`src/rtl/sr_reg_bank.sv`:
```
// Bank of WIDTH clocked SR storage channels with selectable S=R=1 resolution
// and conflict tracking (per-channel mask, pulse, sticky flag, saturating count).
module sr_reg_bank #(
    parameter int unsigned           WIDTH   = 8,
    parameter int unsigned           CNT_W   = 8,
    parameter logic [WIDTH-1:0]      RESET_Q = {WIDTH{1'b0}}
) (
    input  logic             clk,
    input  logic             rst,
    input  logic             en,
    input  logic [WIDTH-1:0] s,
    input  logic [WIDTH-1:0] r,
    input  logic [1:0]       mode,
    input  logic             clr_err,
    output logic [WIDTH-1:0] q,
    output logic [WIDTH-1:0] qbar,
    output logic [WIDTH-1:0] q_rise,
    output logic [WIDTH-1:0] conflict_mask,
    output logic             conflict,
    output logic             conflict_sticky,
    output logic [CNT_W-1:0] conflict_cnt
);

    typedef enum logic [1:0] {
        MODE_HOLD   = 2'd0,
        MODE_SET    = 2'd1,
        MODE_RESET  = 2'd2,
        MODE_TOGGLE = 2'd3
    } res_mode_e;

    logic [WIDTH-1:0] next_q;
    logic [WIDTH-1:0] both;
    logic             hit;
    logic             conf_now;
    res_mode_e        res_mode;

    assign both     = s & r;
    assign hit      = |both;
    assign conf_now = en & hit;
    assign res_mode = res_mode_e'(mode);

    always_comb begin
        next_q = q;
        for (int i = 0; i < WIDTH; i++) begin
            unique case ({s[i], r[i]})
                2'b00: next_q[i] = q[i];
                2'b01: next_q[i] = 1'b0;
                2'b10: next_q[i] = 1'b1;
                default: begin
                    unique case (res_mode)
                        MODE_HOLD:   next_q[i] = q[i];
                        MODE_SET:    next_q[i] = 1'b1;
                        MODE_RESET:  next_q[i] = 1'b0;
                        MODE_TOGGLE: next_q[i] = ~q[i];
                        default:     next_q[i] = q[i];
                    endcase
                end
            endcase
        end
    end

    always_ff @(posedge clk) begin
        if (rst) begin
            q             <= RESET_Q;
            q_rise        <= '0;
            conflict_mask <= '0;
            conflict      <= 1'b0;
        end else if (en) begin
            q             <= next_q;
            q_rise        <= next_q & ~q;
            conflict_mask <= both;
            conflict      <= hit;
        end else begin
            q_rise        <= '0;
            conflict_mask <= '0;
            conflict      <= 1'b0;
        end
    end

    // A conflict on the same edge as a clear is kept so no event is lost.
    always_ff @(posedge clk) begin
        if (rst) begin
            conflict_sticky <= 1'b0;
            conflict_cnt    <= '0;
        end else if (clr_err) begin
            conflict_sticky <= conf_now;
            conflict_cnt    <= conf_now ? CNT_W'(1) : '0;
        end else if (conf_now) begin
            conflict_sticky <= 1'b1;
            if (conflict_cnt != {CNT_W{1'b1}})
                conflict_cnt <= conflict_cnt + CNT_W'(1);
        end
    end

    assign qbar = ~q;

endmodule

```
`config.mk`:
```
export PLATFORM = sky130hd
export DESIGN_NAME = sr_reg_bank
export DESIGN_NICKNAME = d
export VERILOG_FILES = /design/src/rtl/sr_reg_bank.sv
export SDC_FILE = /design/constraint.sdc
export NUM_CORES = 1
export LEC_CHECK = 0
export BUFFER_PORTS_ARGS = -buffer_cell sky130_fd_sc_hd__buf_4
export CORE_UTILIZATION = 50
export DETAILED_ROUTE_END_ITERATION = 7
export GPL_ROUTABILITY_DRIVEN = 0
export HOLD_SLACK_MARGIN = 0.12
export PLACE_DENSITY = 0.88
export SKIP_CTS_REPAIR_TIMING = 1
export SYNTH_ARGS = -nofsm -noshare
export SYNTH_HDL_FRONTEND = slang
export SYNTH_SLANG_ARGS = --single-unit
```
`constraint.sdc`:
```
create_clock -name clk -period 3.6 [get_ports clk]
set_input_delay 0.72 -clock clk [delete_from_list [all_inputs] [get_ports clk]]
set_output_delay 0.72 -clock clk [all_outputs]
set_load 0.02 [all_outputs]
```
==> impl_metrics.prom <==
# TYPE chip_impl_metric gauge
chip_impl_metric{name="grtUsageTotal",unit="%"} 23.7
chip_impl_metric{name="power_report.internal_total",unit="W"} 0.000521
chip_impl_metric{name="cts-buffers-inserted",unit=""} 5
chip_impl_metric{name="crit_required",unit="ns"} 3.88
chip_impl_metric{name="cp_slowest_stage_delay",unit="ns"} 0.81
chip_impl_metric{name="worstMarginPinSlew",unit="ns"} 0.976
chip_impl_info{name="hold_crit_path_type",value="reg -> reg"} 1
chip_impl_metric{name="fp.dieH",unit="um"} 56.2
chip_impl_metric{name="detail_route.drc_violations",unit=""} 0
chip_impl_metric{name="port_buffers",unit=""} 63
chip_impl_metric{name="preCtsSetupSlack",unit="ns"} 1.41
chip_impl_metric{name="share_clk_of_total_power",unit="%"} 26.3
chip_impl_info{name="criticalPathCategory",value="in -> reg"} 1
chip_impl_info{name="critical_path.slowest_cell",value="sky130_fd_sc_hd__nor2b_1"} 1
chip_impl_metric{name="final-hold-violation-count",unit=""} 0
chip_impl_metric{name="ctsLongestPathBuffers",unit=""} 2
chip_impl_metric{name="firstDrtPassIters",unit=""} 4
chip_impl_metric{name="final_critical_path_setup_slack",unit="ns"} 1.77
chip_impl_metric{name="setup-tns-final",unit="ns"} 0
chip_impl_metric{name="pwr-share-comb",unit="%"} 18.4
chip_impl_metric{name="synth_sequential_area_ratio",unit="%"} 46.4
chip_impl_metric{name="num_rows",unit=""} 19
chip_impl_metric{name="synthArstFlopShare",unit="%"} 0
chip_impl_metric{name="worst-path-stages",unit=""} 4
chip_impl_metric{name="crit_buf_inv",unit=""} 1
chip_impl_metric{name="slew_headroom",unit="%"} 34.8
chip_impl_metric{name="routed_wire_per_std_cell",unit="um"} 13.7
chip_impl_metric{name="clock_tree.htree_level_count",unit=""} 2
chip_impl_info{name="synthDominantAreaCellType",value="sky130_fd_sc_hd__dfxtp_1"} 1
chip_impl_metric{name="placed_cells_incl_taps",unit=""} 255
chip_impl_metric{name="grt_start_max_net_pins",unit=""} 24
chip_impl_metric{name="cp_max_fo",unit=""} 23
chip_impl_metric{name="drt-vias-per-instance",unit=""} 5.63
chip_impl_metric{name="number_of_library_cell_types_mapped_by_synthesis",unit=""} 36
chip_impl_metric{name="n_antenna_cell",unit=""} 0
chip_impl_metric{name="layout.filler_cells",unit=""} 237
chip_impl_metric{name="power.density_cell_area",unit="nW/um^2"} 363
chip_impl_metric{name="period_minus_slack",unit="ns"} 1.83
chip_impl_metric{name="via_count",unit=""} 1475
chip_impl_info{name="crit_path_frequent_cell",value="sky130_fd_sc_hd__nor2b_1"} 1
chip_impl_metric{name="ant_nets",unit=""} 0
chip_impl_metric{name="fraction_of_layout_instances_using_a_drive_strength_above_1",unit="%"} 32.9
chip_impl_metric{name="final_cells",unit=""} 262
chip_impl_metric{name="multi_input_area",unit="um^2"} 707
chip_impl_metric{name="synthesis.instances",unit=""} 168
chip_impl_metric{name="ys_ff_latch",unit=""} 34
chip_impl_metric{name="netlist_area",unit="um^2"} 1470
chip_impl_info{name="start_kind",value="primary input"} 1
chip_impl_info{name="timing.critical_path.to_type",value="flip-flop"} 1
chip_impl_metric{name="placeableCoreArea",unit="um^2"} 2760
chip_impl_metric{name="tritoncts_num_sinks",unit=""} 34
chip_impl_metric{name="syn_nets",unit=""} 191
chip_impl_info{name="synthTopCellsByCount",value="34 x sky130_fd_sc_hd__dfxtp_1, 22 x sky130_fd_sc_hd__nand2_1, 13 x sky130_fd_sc_hd__inv_1, 12 x sky130_fd_sc_hd__a21oi_1"} 1
chip_impl_metric{name="fin_crit_sh",unit="%"} 50.8
chip_impl_metric{name="synth_edf_count",unit=""} 0
chip_impl_metric{name="gr-total-overflow",unit=""} 0
chip_impl_info{name="timing.critical_path.to",value="conflict_sticky"} 1
chip_impl_metric{name="switching_power",unit="W"} 0.000202
chip_impl_metric{name="power_leakage",unit="nW"} 0.927
chip_impl_metric{name="switching_share",unit="%"} 28.0
chip_impl_metric{name="synth.avg_cell_area",unit="um^2"} 8.73
chip_impl_metric{name="nNetsFinal",unit=""} 254
chip_impl_metric{name="horizontal_extent_of_the_die",unit="um"} 56.2
chip_impl_metric{name="rrSetupSlack",unit="ns"} 2.07
chip_impl_metric{name="clkLatencyLatePin",unit="ns"} 0.32
chip_impl_info{name="outcome",value="complete, no violations"} 1
chip_impl_info{name="tritoncts",value="yes"} 1
chip_impl_info{name="critical_path.cell_chain",value="buf_4, nor2b_1, nor2b_1, a21o_1"} 1
chip_impl_info{name="rr_startpoint",value="conflict_cnt[0]"} 1
chip_impl_metric{name="report.power.total",unit="W"} 0.000724
chip_impl_metric{name="seq_power_share",unit="%"} 55.3
chip_impl_metric{name="vdd.ir_drop.worst",unit="mV"} 0.327
chip_impl_metric{name="finalSetupViolCount",unit=""} 0
chip_impl_metric{name="initial_core_util",unit="%"} 53.2
chip_impl_metric{name="final-seq-area",unit="um^2"} 681
chip_impl_metric{name="cts.reportedPaths.clkPinSlew",unit="ns"} 0.09
chip_impl_metric{name="wire_length_of_the_first_global_routing_pass",unit="um"} 5860
chip_impl_metric{name="cap_viol_max_count",unit=""} 0
chip_impl_info{name="rsz0062_at_grt",value="no"} 1
chip_impl_metric{name="hpwl",unit="um"} 2640
chip_impl_info{name="worst_path_dominant_cell_family",value="simple AND/OR/NAND/NOR gates"} 1
chip_impl_info{name="yosysMostFrequentCell",value="sky130_fd_sc_hd__dfxtp_1"} 1
chip_impl_metric{name="yosys.area.top_type_share",unit="%"} 46.4
chip_impl_metric{name="slew_viol_final",unit=""} 0
chip_impl_metric{name="grt_antenna_before_repair",unit=""} 0
chip_impl_metric{name="io_pins",unit=""} 64
chip_impl_info{name="synth_ff_type",value="sky130_fd_sc_hd__dfxtp_1"} 1
chip_impl_info{name="clockRootBuffer",value="sky130_fd_sc_hd__clkbuf_4"} 1
chip_impl_metric{name="number_of_drc_violations_after_detailed_routing_iteration_0",unit=""} 42
chip_impl_info{name="reg_to_reg_end",value="conflict_cnt[1]"} 1
chip_impl_info{name="startpoint",value="en"} 1
chip_impl_metric{name="fmaxAchievable",unit="MHz"} 547
chip_impl_metric{name="yosysWarnings",unit=""} 0
chip_impl_metric{name="wire_length_after_detailed_routing",unit="um"} 3580
chip_impl_metric{name="design.die.area",unit="um^2"} 3150
chip_impl_info{name="synth_top_cells_by_area",value="sky130_fd_sc_hd__dfxtp_1 46%, sky130_fd_sc_hd__nand2_1 5.6%, sky130_fd_sc_hd__and3_1 4.7%, sky130_fd_sc_hd__a21oi_1 4.1%, sky130_fd_sc_hd__o2111a_1 3.8%"} 1
chip_impl_metric{name="grt_pass1_vias",unit=""} 1278
chip_impl_metric{name="ff2ff_path_depth",unit=""} 5
chip_impl_metric{name="final.setup_skew",unit="ns"} 0.00245
chip_impl_metric{name="area_growth_syn_to_fin",unit="%"} 35.9
chip_impl_metric{name="cp_data_arrival_time",unit="ns"} 2.11
## worst min path at each step
stage / endpoint / cells past startpoint / slack [ns] / start
floorplan: conflict_sticky / 1 / 0.57 / conflict_sticky
global placement: conflict_sticky / 1 / 0.44 / conflict_sticky
detailed placement: conflict_sticky / 1 / 0.45 / conflict_sticky
CTS: conflict_sticky / 1 / 0.47 / conflict_sticky
global route: conflict_sticky / 1 / 0.50 / conflict_sticky
finish: conflict_sticky / 1 / 0.46 / conflict_sticky
## cells by family after synthesis
group                      share of synthesized area (%)
and+or+nand+nor                                     24.6
AOI/OAI and AO/OA                                   22.8
DFF                                                 46.4
buffers and inverters                               5.38
adders and majority gates                          0.853
## layer usage
metal,vias up,track usage [%],wire (um)
met3,7,5.12,180
met2,48,38.9,1720
met5,-,0,0
li1,734,-,-
met4,0,10.5,59
met1,686,29.9,1620
## layout make-up
cell class | instances | area share (%)
Sequential cell | 34 | 34.1
Timing Repair Buffer | 63 | 23.7
Multi-Input combinational cell | 114 | 35.5
Inverter | 13 | 2.45
Tap cell | 31 | 1.95
Clock buffer | 7 | 2.26
## cells in the final DEF, fill, tap and decap left out, types with 2 or more instances in the layout
cell type and instances:
sky130_fd_sc_hd__clkbuf_1 2, sky130_fd_sc_hd__and3_1 11, sky130_fd_sc_hd__nand2_1 22, sky130_fd_sc_hd__o2111a_1 5, sky130_fd_sc_hd__nand3_1 3, sky130_fd_sc_hd__nand2_2 2
sky130_fd_sc_hd__clkbuf_4 5, sky130_fd_sc_hd__nand2b_1 5, sky130_fd_sc_hd__a31oi_1 3, sky130_fd_sc_hd__or3_1 5, sky130_fd_sc_hd__inv_1 13, sky130_fd_sc_hd__dfxtp_1 34
sky130_fd_sc_hd__o21ai_0 11, sky130_fd_sc_hd__nor2b_1 3, sky130_fd_sc_hd__a211oi_1 5, sky130_fd_sc_hd__and4_1 3, sky130_fd_sc_hd__nor2_1 2, sky130_fd_sc_hd__a21oi_1 12
sky130_fd_sc_hd__a22oi_1 4, sky130_fd_sc_hd__a311oi_1 3, sky130_fd_sc_hd__buf_4 63
## registers in the layout, summed over array words and instances, names as in the netlist
name,count
q_rise,8
q,8
conflict_sticky,1
conflict_cnt,8
conflict,1
conflict_mask,8
## metrics by stage
step | util [%] | area (um^2) | hold slack [ns]
2_1_floorplan | - | 1470 | 0.572
3_3_place_gp | 70.6 | 1950 | 0.441
3_5_place_dp | 70.6 | 1950 | 0.447
4_1_cts | 72.3 | 1990 | 0.467
5_1_grt | 72.3 | 1990 | 0.505
6_report | 72.3 | 1990 | 0.462
## power groups by stage
stage / sequential, W / clock, W / combinational [W]
floorplan: 0.000424 / 0 / 0.0000521
global placement: 0.000408 / 0 / 0.000130
detailed placement: 0.000409 / 0 / 0.000133
CTS: 0.000400 / 0.000191 / 0.000133
global route: 0.000402 / 0.000210 / 0.000144
finish: 0.000400 / 0.000190 / 0.000133
(Power assumes the default switching activity.)
